==> config.mk <==
export PLATFORM = sky130hd
export DESIGN_NAME = xera4_uart
export DESIGN_NICKNAME = d
export VERILOG_FILES = /design/src/rtl/xera4_uart_pkg.sv /design/src/rtl/xera4_uart_rx.sv /design/src/rtl/xera4_uart.sv
export SDC_FILE = /design/constraint.sdc
export NUM_CORES = 1
export LEC_CHECK = 0
export ABC_AREA = 1
export BUFFER_PORTS_ARGS = -buffer_cell sky130_fd_sc_hd__buf_2
export CORE_ASPECT_RATIO = 1.5
export CORE_UTILIZATION = 60
export DETAILED_ROUTE_END_ITERATION = 10
export GPL_ROUTABILITY_DRIVEN = 0
export GPL_TIMING_DRIVEN = 0
export PLACE_DENSITY = 0.79
export REMOVE_ABC_BUFFERS = 1
export SYNTH_ARGS = -nofsm -noshare
export SYNTH_HDL_FRONTEND = slang
export SYNTH_HIERARCHICAL = 1
export SYNTH_SLANG_ARGS = --single-unit
==> constraint.sdc <==
create_clock -name clk -period 3.4 [get_ports clk]
set_input_delay 0.68 -clock clk [delete_from_list [all_inputs] [get_ports clk]]
set_output_delay 0.68 -clock clk [all_outputs]
set_load 0.01 [all_outputs]
==> src/rtl/xera4_uart_pkg.sv <==
// Shared definitions for the XERA4 port-mapped UART: register map,
// STATUS/CTRL bit positions, oversample timing constants and FSM encodings.
package xera4_uart_pkg;

  // Register offsets from BASE_ADDR
  localparam logic [1:0] REG_DATA   = 2'd0;
  localparam logic [1:0] REG_STATUS = 2'd1;
  localparam logic [1:0] REG_CTRL   = 2'd2;
  localparam logic [1:0] REG_POP    = 2'd3;

  // STATUS bit indices
  localparam int ST_RX_AVAIL      = 0;
  localparam int ST_RX_FULL       = 1;
  localparam int ST_TX_HOLD_EMPTY = 2;
  localparam int ST_TX_IDLE       = 3;
  localparam int ST_RX_OVF        = 4;
  localparam int ST_TX_OVF        = 5;
  localparam int ST_FRAME_ERR     = 6;

  // CTRL bit indices
  localparam int CTRL_RX_IE = 0;
  localparam int CTRL_TX_IE = 1;

  // Oversample tick counts within one bit (16 ticks per bit)
  localparam logic [3:0] TICK_LAST     = 4'd15;  // 16th tick: end of a bit
  localparam logic [3:0] TICK_MID_LAST = 4'd7;   // 8th tick: middle of start bit

  // RX state encoding
  typedef enum logic [1:0] {
    RX_IDLE  = 2'd0,
    RX_START = 2'd1,
    RX_DATA  = 2'd2,
    RX_STOP  = 2'd3
  } rx_state_e;

  // TX state encoding: ALIGN waits for the next tick so every bit is 16 full ticks
  typedef enum logic [1:0] {
    TX_IDLE  = 2'd0,
    TX_ALIGN = 2'd1,
    TX_SHIFT = 2'd2
  } tx_state_e;

endpackage

==> src/rtl/xera4_uart_rx.sv <==
// UART receiver: 2-flop synchroniser on the asynchronous line, then a
// tick-driven FSM that samples mid-bit and reports a good byte (push) or a
// bad stop bit (frame error) as one-clock registered pulses.
module xera4_uart_rx
  import xera4_uart_pkg::*;
(
  input  logic       clk,
  input  logic       rst,
  input  logic       tick_i,
  input  logic       rxd_i,
  output logic       push_o,
  output logic [7:0] data_o,
  output logic       frame_err_o
);

  logic       sync1_q, sync2_q, prev_q;
  rx_state_e  state_q;
  logic [3:0] tcnt_q;
  logic [2:0] bit_q;
  logic [7:0] shift_q;
  logic       push_q;
  logic       ferr_q;

  // Synchronise the line (idle high) and keep one more sample for edge detect
  always_ff @(posedge clk or posedge rst) begin
    if (rst) begin
      sync1_q <= 1'b1;
      sync2_q <= 1'b1;
      prev_q  <= 1'b1;
    end else begin
      sync1_q <= rxd_i;
      sync2_q <= sync1_q;
      prev_q  <= sync2_q;
    end
  end

  // Receive FSM: start-bit validation at tick 8, then one sample per 16 ticks
  always_ff @(posedge clk or posedge rst) begin
    if (rst) begin
      state_q <= RX_IDLE;
      tcnt_q  <= 4'd0;
      bit_q   <= 3'd0;
      shift_q <= 8'h00;
      push_q  <= 1'b0;
      ferr_q  <= 1'b0;
    end else begin
      push_q <= 1'b0;
      ferr_q <= 1'b0;
      case (state_q)
        RX_IDLE: begin
          if (prev_q && !sync2_q) begin
            state_q <= RX_START;
            tcnt_q  <= 4'd0;
          end
        end
        RX_START: begin
          if (tick_i) begin
            if (tcnt_q == TICK_MID_LAST) begin
              tcnt_q <= 4'd0;
              bit_q  <= 3'd0;
              // A line that is high again by mid-start was a glitch
              state_q <= sync2_q ? RX_IDLE : RX_DATA;
            end else begin
              tcnt_q <= tcnt_q + 4'd1;
            end
          end
        end
        RX_DATA: begin
          if (tick_i) begin
            if (tcnt_q == TICK_LAST) begin
              tcnt_q  <= 4'd0;
              shift_q <= {sync2_q, shift_q[7:1]};
              if (bit_q == 3'd7) begin
                state_q <= RX_STOP;
              end else begin
                bit_q <= bit_q + 3'd1;
              end
            end else begin
              tcnt_q <= tcnt_q + 4'd1;
            end
          end
        end
        RX_STOP: begin
          if (tick_i) begin
            if (tcnt_q == TICK_LAST) begin
              tcnt_q  <= 4'd0;
              push_q  <= sync2_q;
              ferr_q  <= !sync2_q;
              state_q <= RX_IDLE;
            end else begin
              tcnt_q <= tcnt_q + 4'd1;
            end
          end
        end
        default: state_q <= RX_IDLE;
      endcase
    end
  end

  assign push_o      = push_q;
  assign data_o      = shift_q;
  assign frame_err_o = ferr_q;

endmodule

==> src/rtl/xera4_uart.sv <==
// XERA4 port-mapped UART: port-bus register decode with once-per-write
// acceptance, TX holding register + shifter, RX FIFO fed by xera4_uart_rx,
// sticky status bits and a 2-clock active-low interrupt pulse on mi.
module xera4_uart
  import xera4_uart_pkg::*;
#(
  parameter logic [15:0] BASE_ADDR = 16'hFF00,
  parameter int          OVS_DIV   = 27,
  parameter int          RX_DEPTH  = 4
) (
  input  logic        clk,
  input  logic        rst,
  input  logic [15:0] port_add,
  input  logic [7:0]  port_out,
  input  logic        port_we,
  output logic [7:0]  port_in,
  output logic        mi,
  input  logic        uart_rxd,
  output logic        uart_txd
);

  localparam int AW = $clog2(RX_DEPTH);
  localparam int PW = AW + 1;
  localparam int CW = (OVS_DIV > 1) ? $clog2(OVS_DIV) : 1;

  // ---------------------------------------------------------------------
  // Oversample tick generator, shared by TX and RX
  // ---------------------------------------------------------------------
  logic [CW-1:0] ovs_cnt_q;
  logic          tick_q;

  // Free-running divider; tick is high for one clock per wrap
  always_ff @(posedge clk or posedge rst) begin
    if (rst) begin
      ovs_cnt_q <= '0;
      tick_q    <= 1'b0;
    end else if (ovs_cnt_q == CW'(OVS_DIV - 1)) begin
      ovs_cnt_q <= '0;
      tick_q    <= 1'b1;
    end else begin
      ovs_cnt_q <= ovs_cnt_q + CW'(1);
      tick_q    <= 1'b0;
    end
  end

  // ---------------------------------------------------------------------
  // Bus decode and write acceptance
  // ---------------------------------------------------------------------
  logic        prev_we_q;
  logic [15:0] prev_add_q;
  logic [7:0]  prev_out_q;
  logic        wr_acc;
  logic [15:0] off;
  logic        addr_hit;
  logic [1:0]  reg_sel;
  logic        wr_data, wr_status, wr_ctrl, wr_pop;

  // Remember the previous bus cycle so a held write is taken only once
  always_ff @(posedge clk or posedge rst) begin
    if (rst) begin
      prev_we_q  <= 1'b0;
      prev_add_q <= 16'h0000;
      prev_out_q <= 8'h00;
    end else begin
      prev_we_q  <= port_we;
      prev_add_q <= port_add;
      prev_out_q <= port_out;
    end
  end

  assign wr_acc    = port_we && (!prev_we_q || (port_add != prev_add_q) ||
                                 (port_out != prev_out_q));
  assign off       = port_add - BASE_ADDR;
  assign addr_hit  = (off[15:2] == 14'd0);
  assign reg_sel   = off[1:0];
  assign wr_data   = wr_acc && addr_hit && (reg_sel == REG_DATA);
  assign wr_status = wr_acc && addr_hit && (reg_sel == REG_STATUS);
  assign wr_ctrl   = wr_acc && addr_hit && (reg_sel == REG_CTRL);
  assign wr_pop    = wr_acc && addr_hit && (reg_sel == REG_POP);

  // ---------------------------------------------------------------------
  // TX holding register and shifter
  // ---------------------------------------------------------------------
  tx_state_e  tx_state_q;
  logic [7:0] hold_q;
  logic       hold_full_q;
  logic [8:0] tx_shift_q;
  logic [3:0] tx_bit_q;
  logic [3:0] tx_tcnt_q;
  logic       txd_q;
  logic       tx_load;
  logic       tx_ovf_set;

  assign tx_load    = (tx_state_q == TX_IDLE) && hold_full_q;
  // A write landing on the same edge the holding byte leaves is accepted
  assign tx_ovf_set = wr_data && hold_full_q && !tx_load;

  // Holding register: filled by DATA writes, emptied into the shifter
  always_ff @(posedge clk or posedge rst) begin
    if (rst) begin
      hold_q      <= 8'h00;
      hold_full_q <= 1'b0;
    end else if (wr_data && (!hold_full_q || tx_load)) begin
      hold_q      <= port_out;
      hold_full_q <= 1'b1;
    end else if (tx_load) begin
      hold_full_q <= 1'b0;
    end
  end

  // TX FSM: wait for a tick, then start bit, 8 data bits LSB first, stop bit
  always_ff @(posedge clk or posedge rst) begin
    if (rst) begin
      tx_state_q <= TX_IDLE;
      tx_shift_q <= 9'h1FF;
      tx_bit_q   <= 4'd0;
      tx_tcnt_q  <= 4'd0;
      txd_q      <= 1'b1;
    end else begin
      case (tx_state_q)
        TX_IDLE: begin
          txd_q <= 1'b1;
          if (tx_load) begin
            tx_shift_q <= {1'b1, hold_q};
            tx_state_q <= TX_ALIGN;
          end
        end
        TX_ALIGN: begin
          if (tick_q) begin
            txd_q      <= 1'b0;
            tx_bit_q   <= 4'd0;
            tx_tcnt_q  <= 4'd0;
            tx_state_q <= TX_SHIFT;
          end
        end
        TX_SHIFT: begin
          if (tick_q) begin
            if (tx_tcnt_q == TICK_LAST) begin
              tx_tcnt_q <= 4'd0;
              if (tx_bit_q == 4'd9) begin
                tx_state_q <= TX_IDLE;
              end else begin
                txd_q      <= tx_shift_q[0];
                tx_shift_q <= {1'b1, tx_shift_q[8:1]};
                tx_bit_q   <= tx_bit_q + 4'd1;
              end
            end else begin
              tx_tcnt_q <= tx_tcnt_q + 4'd1;
            end
          end
        end
        default: tx_state_q <= TX_IDLE;
      endcase
    end
  end

  assign uart_txd = txd_q;

  // ---------------------------------------------------------------------
  // RX path and FIFO
  // ---------------------------------------------------------------------
  logic          rx_push;
  logic [7:0]    rx_data;
  logic          rx_ferr;
  logic [7:0]    fifo_q [RX_DEPTH];
  logic [PW-1:0] wr_ptr_q, rd_ptr_q;
  logic          fifo_empty, fifo_full;
  logic          do_push, do_pop, rx_ovf_set;

  xera4_uart_rx u_rx (
    .clk         (clk),
    .rst         (rst),
    .tick_i      (tick_q),
    .rxd_i       (uart_rxd),
    .push_o      (rx_push),
    .data_o      (rx_data),
    .frame_err_o (rx_ferr)
  );

  assign fifo_empty = (wr_ptr_q == rd_ptr_q);
  assign fifo_full  = (wr_ptr_q[AW] != rd_ptr_q[AW]) &&
                      (wr_ptr_q[AW-1:0] == rd_ptr_q[AW-1:0]);
  assign do_pop     = wr_pop && !fifo_empty;
  // A pop on the same edge frees the slot the push needs
  assign do_push    = rx_push && (!fifo_full || do_pop);
  assign rx_ovf_set = rx_push && fifo_full && !do_pop;

  // FIFO pointers, one extra wrap bit to tell full from empty
  always_ff @(posedge clk or posedge rst) begin
    if (rst) begin
      wr_ptr_q <= '0;
      rd_ptr_q <= '0;
    end else begin
      if (do_push) wr_ptr_q <= wr_ptr_q + PW'(1);
      if (do_pop)  rd_ptr_q <= rd_ptr_q + PW'(1);
    end
  end

  // FIFO storage; contents are don't-care until pushed
  always_ff @(posedge clk) begin
    if (do_push) fifo_q[wr_ptr_q[AW-1:0]] <= rx_data;
  end

  // ---------------------------------------------------------------------
  // CTRL and sticky status
  // ---------------------------------------------------------------------
  logic [1:0] ctrl_q;
  logic       rx_ovf_q, tx_ovf_q, ferr_q;
  logic [7:0] status;

  // Control register and write-1-to-clear sticky flags (set wins over clear)
  always_ff @(posedge clk or posedge rst) begin
    if (rst) begin
      ctrl_q   <= 2'b00;
      rx_ovf_q <= 1'b0;
      tx_ovf_q <= 1'b0;
      ferr_q   <= 1'b0;
    end else begin
      if (wr_ctrl) ctrl_q <= port_out[1:0];
      rx_ovf_q <= rx_ovf_set || (rx_ovf_q && !(wr_status && port_out[ST_RX_OVF]));
      tx_ovf_q <= tx_ovf_set || (tx_ovf_q && !(wr_status && port_out[ST_TX_OVF]));
      ferr_q   <= rx_ferr    || (ferr_q   && !(wr_status && port_out[ST_FRAME_ERR]));
    end
  end

  // Assemble the STATUS byte
  always_comb begin
    status                   = 8'h00;
    status[ST_RX_AVAIL]      = !fifo_empty;
    status[ST_RX_FULL]       = fifo_full;
    status[ST_TX_HOLD_EMPTY] = !hold_full_q;
    status[ST_TX_IDLE]       = (tx_state_q == TX_IDLE);
    status[ST_RX_OVF]        = rx_ovf_q;
    status[ST_TX_OVF]        = tx_ovf_q;
    status[ST_FRAME_ERR]     = ferr_q;
  end

  // ---------------------------------------------------------------------
  // Registered read port
  // ---------------------------------------------------------------------
  logic [7:0] rd_data;
  logic [7:0] port_in_q;

  // Read mux for the addressed register; unmapped addresses read zero
  always_comb begin
    rd_data = 8'h00;
    if (addr_hit) begin
      case (reg_sel)
        REG_DATA:   rd_data = fifo_empty ? 8'h00 : fifo_q[rd_ptr_q[AW-1:0]];
        REG_STATUS: rd_data = status;
        REG_CTRL:   rd_data = {6'b000000, ctrl_q};
        default:    rd_data = 8'h00;
      endcase
    end
  end

  // One-clock read latency
  always_ff @(posedge clk or posedge rst) begin
    if (rst) port_in_q <= 8'h00;
    else     port_in_q <= rd_data;
  end

  assign port_in = port_in_q;

  // ---------------------------------------------------------------------
  // Interrupt pulse
  // ---------------------------------------------------------------------
  logic irq_cond;
  logic irq_prev_q;
  logic irq_busy_q;
  logic mi_q;

  assign irq_cond = (ctrl_q[CTRL_RX_IE] && !fifo_empty) ||
                    (ctrl_q[CTRL_TX_IE] && !hold_full_q);

  // Rising edge of irq_cond drives mi low for two clocks; edges inside the
  // pulse are absorbed rather than extending it
  always_ff @(posedge clk or posedge rst) begin
    if (rst) begin
      irq_prev_q <= 1'b0;
      irq_busy_q <= 1'b0;
      mi_q       <= 1'b1;
    end else begin
      irq_prev_q <= irq_cond;
      if (irq_busy_q) begin
        irq_busy_q <= 1'b0;
      end else if (irq_cond && !irq_prev_q) begin
        mi_q       <= 1'b0;
        irq_busy_q <= 1'b1;
      end else begin
        mi_q <= 1'b1;
      end
    end
  end

  assign mi = mi_q;

endmodule

==> out/summary.txt, run 1 <==
================================================================================
Run status                                                          complete, no violations
Count of pins on the block boundary                                           38
Cell leakage power                                                       3.59 nW
Layout cell share with drive strength beyond 1                             0.140
Critical Path Start                                                  rd_ptr_q[0]
Data required time of the critical path                                  3.44 ns
DIE WIDTH                                                                86.1 um
Cts repair resizes                                                             0
Top flip-flop cell by instance count after synthesis                sky130_fd_sc_hd__dfrtp_1
Dominant cell by count in the synthesized netlist                   sky130_fd_sc_hd__nand2_1
Nature of the critical path startpoint                                  register
Inserted Clock Buffers                                                        17
Type of element capturing the critical path                             register
Synth top area cells                                                sky130_fd_sc_hd__dfrtp_1 (35%), sky130_fd_sc_hd__edfxtp_1 (15%), sky130_fd_sc_hd__nand2_1 (13%)
Clock latency on the worst-skew pair                                     0.41 ns
DRC Markers                                                                    0
Cell type with the highest aggregate area in the netlist            sky130_fd_sc_hd__dfrtp_1
Vias in the first global route                                             5,038
Power density relative to cell area                                  514 nW/um^2
Via count                                                                  5,002
Share of async-settable or async-resettable flops after synthesis          0.763
Max-slew violation count                                                       0
Arrival @ worst endpoint                                                 2.59 ns
Height of the chip                                                        128 um
Leading post-synthesis cells by instance count                      sky130_fd_sc_hd__nand2_1 (219), sky130_fd_sc_hd__inv_1 (95), sky130_fd_sc_hd__dfrtp_1 (90)
Iteration-0 DRC count of the detailed router                                 360
Unrepaired setup endpoints after global routing                            false
Maximum resistive drop on vdd                                           0.406 mV
Overall track demand over capacity in global routing                       0.265
Number of cells on the worst reg-to-reg path                                   7
PortBufs                                                                      37
Time the final worst path needs with I/O delays and setup                2.54 ns
Distinct cell type count after synthesis                                      42
MaxCap Viol Count                                                              0
Synthesis-to-finish area growth                                            13.4%
DPL Wire Length                                                          9410 um
Final Net Count                                                              823
Routed Antenna Nets                                                            0
Total number of yosys warnings                                                 6
Post-layout power                                                        3.71 mW
Number of detailed-routing iterations run before antenna repair                5
Count of antenna diodes in the layout                                          0
Count of standard-cell rows                                                   45
Maximum clock insertion buffer count                                           2
Final wirelength                                                       13,200 um
Seq/Total Area, Yosys                                                      0.558
Final cycle utilization of the critical path                               0.748
Buffers inserted during post-CTS setup optimization                            0
Number of hold-slack violations in the final timing report                     0
Pin count of the biggest net entering global routing                          46
Startpoint of the worst register-to-register path                    rd_ptr_q[0]
Per-cell via count in the routed design                                     5.34
Number of setup violations in the final report                                 0
TritonCTS sink count                                                         135
Cells along the critical path                                       inv_2, nand2_1, nand4_1, nor2_1, nand2_2, nand2_2, nor2_1
H-Tree Level Count                                                             4
Core outline area                                                    10,200 um^2
Root Driver                                                         sky130_fd_sc_hd__clkbuf_16
Worst-path cell with the longest stage delay                        sky130_fd_sc_hd__nor2_1
TritonCTS clock tree                                                         yes
Total of hold buffers inserted after clock tree synthesis                      0
Number of enable flip-flop cells after synthesis                              32
Overall die area                                                     11,000 um^2
Post-synthesis sequential element count                                      135
Congestion Overflow GR                                                         0
Critical path type                                                       reg2reg
Worst min path class                                                    in2async
Post-Synthesis Cell Area                                               6370 um^2
Initial core utilization                                                   0.621
Final Skew                                                            0.00850 ns
Maximum fanout count along the critical path                                  20
Post-Syn Area per Cell                                                 8.66 um^2
Setup_tns                                                                   0 ns
Antenna violations before repair                                               0
First-pass GRT wire length                                             22,600 um
Number of cells produced by synthesis                                        735
Highest attainable clock frequency                                       393 MHz
Area share of the leading cell type in the synthesized netlist             0.354
Worst Hold Margin                                                       0.317 ns
Worst path max stage delay                                               0.63 ns
Clock Pin Slew Worst Setup and Hold Paths                                0.06 ns
Transition time of the tightest slew-check pin                          0.887 ns
Average wire per cell in the routed design                               14.1 um
Relative slew slack                                                        0.406
================================================================================
==> where the power goes <==
group          internal [mW]  total (mW)  switching (mW)
combinational          0.106       0.331           0.225
clock                  0.953        1.65           0.698
sequential              1.69        1.73          0.0398
==> state kept, by name, indices dropped and copies added (netlist names), 2 cells and up, named ones only <==
signal,cells
tx_shift_q,8
u_rx/bit_q,3
ctrl_q,2
u_rx/tcnt_q,4
tx_state_q,2
wr_ptr_q,3
ovs_cnt_q,5
u_rx/data_o,8
prev_out_q,8
hold_q,8
tx_bit_q,4
port_in,8
fifo_q,32
rd_ptr_q,3
prev_add_q,16
tx_tcnt_q,4
==> critical path: cells and delay by family (launching register included) <==
| kind | cells | cell delay (ns) |
|---|---|---|
| flops | 1 | 0.61 |
| buf+inv | 1 | 0.37 |
| simple gates | 6 | 1.18 |
==> layout make-up <==
class,count,area [um^2]
Sequential cell,135,3550
Fill cell,774,3030
Multi-Input combinational cell,483,2340
Clock buffer,19,443
Inverter,107,404
Timing Repair Buffer,38,205
Tap cell,141,176
Clock inverter,13,97.6
==> layout by cell type (no fill, tap or decap), types with 9 or more instances in the layout <==
cell / instances
sky130_fd_sc_hd__nand2_1: 219
sky130_fd_sc_hd__inv_1: 94
sky130_fd_sc_hd__dfrtp_1: 90
sky130_fd_sc_hd__nor2_1: 80
sky130_fd_sc_hd__nand3_1: 40
sky130_fd_sc_hd__buf_2: 37
sky130_fd_sc_hd__edfxtp_1: 32
sky130_fd_sc_hd__o21ai_0: 29
sky130_fd_sc_hd__nand4_1: 20
sky130_fd_sc_hd__a21oi_1: 17
sky130_fd_sc_hd__clkbuf_16: 17
sky130_fd_sc_hd__ha_1: 13
sky130_fd_sc_hd__dfstp_2: 13
sky130_fd_sc_hd__inv_2: 10
sky130_fd_sc_hd__o22ai_1: 9
sky130_fd_sc_hd__a31oi_1: 9
==> layer usage <==
layer / up-vias / global-route usage / part of all wire
met3: 33 / 0.0554 / 0.036
met2: 134 / 0.476 / 0.54
met1: 2376 / 0.299 / 0.40
met4: 0 / 0.122 / 0.028
met5: - / 0 / 0
li1: 2459 / - / -
==> final timing paths <==
check                                   to  slack (ns)
max in group asynchronous  u_rx/state_q[0]        2.42
min reg2reg                   u_rx/sync2_q        0.36
min in group clk              u_rx/sync2_q        0.36
min                            wr_ptr_q[1]        0.32
max reg2reg                   fifo_q[0][0]        0.86
max                           fifo_q[0][0]        0.86
==> cells by family after synthesis <==
logic type / share of synthesized area
adder cells (fa/ha/maj): 0.0256
AND/OR/NAND/NOR: 0.256
buffers and inverters: 0.0741
XOR/XNOR: 0.00963
flip-flops: 0.558
AO/OA/AOI/OAI: 0.0751
multiplexers: 0.00157
==> per-stage QoR <==
| stage | std cells | setup WS, ns | instance area [um^2] | util |
|---|---|---|---|---|
| 2_1_floorplan | 725 | 0.656 | 6300 | - |
| 3_3_place_gp | 903 | -0.259 | 6660 | 0.650 |
| 3_5_place_dp | 904 | 0.541 | 6680 | 0.652 |
| 4_1_cts | 936 | 0.851 | 7220 | 0.705 |
| 5_1_grt | 936 | 0.601 | 7220 | 0.705 |
| 6_report | 936 | 0.857 | 7220 | 0.705 |
Note: power is estimated with default switching activity, not from simulation.
==> inputs of run 2 (changes only) <==
--- a/config.mk
+++ b/config.mk
@@ -5,7 +5,7 @@
 export SDC_FILE = /design/constraint.sdc
 export NUM_CORES = 1
 export LEC_CHECK = 0
-export ABC_AREA = 1
+export ABC_AREA = 0
 export BUFFER_PORTS_ARGS = -buffer_cell sky130_fd_sc_hd__buf_2
 export CORE_ASPECT_RATIO = 1.5
 export CORE_UTILIZATION = 60
==> constraint.sdc (replaced) <==
create_clock -name clk -period 2.6 [get_ports clk]
set_input_delay 0.52 -clock clk [delete_from_list [all_inputs] [get_ports clk]]
set_output_delay 0.52 -clock clk [all_outputs]
set_load 0.01 [all_outputs]
==> out/summary.txt, run 2 <==
================================================================================
Run status                                                          complete, no violations
TritonCTS clock tree                                                         yes
Maximum resistive drop on vdd                                           0.643 mV
Final cycle utilization of the critical path                               0.989
Root Driver                                                         sky130_fd_sc_hd__clkbuf_16
Global-route track usage on met3                                          0.0669
Number of hold-slack violations in the final timing report                     0
Post-Synthesis Cell Area                                               5780 um^2
Filler Cell Count                                                            598
Most heavily used metal layer in global routing                             met2
Initial core utilization                                                   0.621
Dominant cell by count in the synthesized netlist                   sky130_fd_sc_hd__dfrtp_1
Overall die area                                                     10,000 um^2
Time the final worst path needs with I/O delays and setup                2.57 ns
Count of standard-cell rows                                                   43
Total of hold buffers inserted after clock tree synthesis                      0
DRC Markers                                                                    0
Post-layout power                                                        4.72 mW
Core outline area                                                      9310 um^2
Routed Antenna Nets                                                            0
Capture point of the critical path                                     ctrl_q[0]
Met1 track utilization from global routing                                 0.256
Arrival @ worst endpoint                                                 2.86 ns
DPL Wire Length                                                          7010 um
Worst min path class                                                    in2async
Post-synthesis sequential element count                                      135
Cell type with the highest aggregate area in the netlist            sky130_fd_sc_hd__dfrtp_1
Total number of yosys warnings                                                 6
Nature of the critical path startpoint                                 input pin
Number of setup violations in the final report                                 0
Critical path type                                                        in2reg
Final Net Count                                                              533
Power density relative to cell area                                  706 nW/um^2
Pin count of the biggest net entering global routing                          72
Data required time of the critical path                                  2.88 ns
Antenna violations before repair                                               0
Transition time of the tightest slew-check pin                          0.873 ns
Average wire per cell in the routed design                               17.3 um
Worst Hold Margin                                                      0.0224 ns
Commonest non-fill, non-tap cell in the layout                      sky130_fd_sc_hd__dfrtp_1
Per-cell via count in the routed design                                     5.83
Maximum clock insertion buffer count                                           2
Congestion Overflow GR                                                         0
Final wirelength                                                       10,700 um
Number of cells on the worst reg-to-reg path                                   6
Worst R2R Setup Slack                                                    0.21 ns
Number of flip-flops under the largest register name                          32
Setup slack after layout                                               0.0276 ns
Inserted Clock Buffers                                                        17
Clock Pin Slew Worst Setup and Hold Paths                                0.05 ns
Final Skew                                                            0.00685 ns
Setup_tns                                                                   0 ns
Met2 track utilization from global routing                                 0.417
PortBufs                                                                      37
Commonest cells after routing, fill and taps aside                  sky130_fd_sc_hd__dfrtp_1 (90), sky130_fd_sc_hd__nand2_1 (37), sky130_fd_sc_hd__buf_2 (37)
Number of detailed-routing iterations run before antenna repair                5
Count of pins on the block boundary                                           38
Synth top area cells                                                sky130_fd_sc_hd__dfrtp_1 (39%), sky130_fd_sc_hd__edfxtp_1 (17%), sky130_fd_sc_hd__dfstp_2 (5.9%)
Share of async-settable or async-resettable flops after synthesis          0.763
Iteration-0 DRC count of the detailed router                                 262
Setup slack at placement                                               -0.758 ns
Distinct cell type count after synthesis                                      57
Relative slew slack                                                        0.416
Seq/Total Area, Yosys                                                      0.615
Maximum fanout count along the critical path                                   9
First-pass GRT wire length                                             17,200 um
Post-Syn Area per Cell                                                 12.9 um^2
Number of enable flip-flop cells after synthesis                              32
Area share of the leading cell type in the synthesized netlist             0.390
Max-slew violation count                                                       0
Synthesis-to-finish area growth                                            15.6%
MaxCap Viol Count                                                              0
Vias in the first global route                                             3,708
TritonCTS sink count                                                         135
Count of antenna diodes in the layout                                          0
Critical Path Start                                                  port_add[3]
Layout cell share with drive strength beyond 1                             0.236
Cell leakage power                                                       2.98 nW
Clock latency on the worst-skew pair                                     0.41 ns
R2R Path End                                                        fifo_q[2][5]
Unrepaired setup endpoints after global routing                             true
Startpoint of the worst register-to-register path                   prev_out_q[4]
H-Tree Level Count                                                             4
Number of cells produced by synthesis                                        447
Via count                                                                  3,597
Height of the chip                                                        122 um
DIE WIDTH                                                                82.1 um
Type of element capturing the critical path                             register
Highest attainable clock frequency                                       389 MHz
Overall track demand over capacity in global routing                       0.236
Top flip-flop cell by instance count after synthesis                sky130_fd_sc_hd__dfrtp_1
Leading post-synthesis cells by instance count                      sky130_fd_sc_hd__dfrtp_1 (90), sky130_fd_sc_hd__nand2_1 (37), sky130_fd_sc_hd__edfxtp_1 (32)
================================================================================
run 2: cell count changes after synthesis, sizes merged, moves of 11 or more:
cell and delta:
inv -87, mux2 +23, nand2 -187, nand3 -31, nand4 -11, nor2 -53
o21ai -22, xnor2 +24
run 2: through the flow:
step	util	cells	cell area, um^2
after floorplan	-	432	5710
after global placement	0.648	581	6030
after detailed placement	0.651	582	6060
after CTS	0.716	614	6660
after global routing	0.718	617	6690
final	0.718	617	6690
run 2: what timing repair did:
item                                    CTS  global route
endpoints found under the setup margin   44            34
gates resized for setup                   7             0
pin swaps                                 0             1
buffers inserted                          0             3
run 2: worst min-delay path by stage:
stage / start / endpoint / slack, ns / cells past startpoint
floorplan: u_rx/sync1_q / u_rx/sync2_q / 0.35 / 0
global placement: u_rx/sync1_q / u_rx/sync2_q / 0.35 / 0
detailed placement: u_rx/sync1_q / u_rx/sync2_q / 0.35 / 0
CTS: rst / ovs_cnt_q[4] / 0.02 / 2
global route: rst / tx_bit_q[2] / 0.02 / 2
finish: rst / tx_bit_q[2] / 0.02 / 2
run 2: layer usage:
layer	wire, um	vias to the layer above
li1	-	1678
met1	4120	1803
met2	5890	100
met3	463	16
met4	194	0
met5	0	-
run 2: area by class of cell:
type	count	area (um^2)	area share
clock buffers	21	450	0.0674
clock inverters	11	131	0.0197
inverters	18	70.1	0.0105
multi-input cells	279	2100	0.315
flip-flops and latches	135	3550	0.532
well taps	112	140	0.0210
repair buffers	41	235	0.0352
run 2: worst max-delay path: stages:
cell,delay (ns)
sky130_fd_sc_hd__buf_2,0.12
sky130_fd_sc_hd__or4_1,0.53
sky130_fd_sc_hd__or4_4,0.62
sky130_fd_sc_hd__nor2_4,0.13
sky130_fd_sc_hd__a21boi_4,0.29
sky130_fd_sc_hd__nor3b_4,0.28
sky130_fd_sc_hd__mux2_1,0.37
run 2: power breakdown:
group	switching [mW]	internal [mW]	total, mW	leakage (nW)
Sequential	0.0246	2.20	2.22	1.68
Clock	0.825	1.52	2.34	0.279
Combinational	0.0931	0.0673	0.160	1.03
run 2: kinds of logic (layout without fill, tap and decap cells):
group           after synthesis  after routing  share of synthesized area
flops                       135            135                      0.615
fa+ha+maj                    13             13                     0.0281
buf+inv                      33             91                     0.0245
simple gates                133            133                      0.120
xor+xnor                     35             35                     0.0530
mux                          35             35                     0.0881
compound gates               63             63                     0.0716
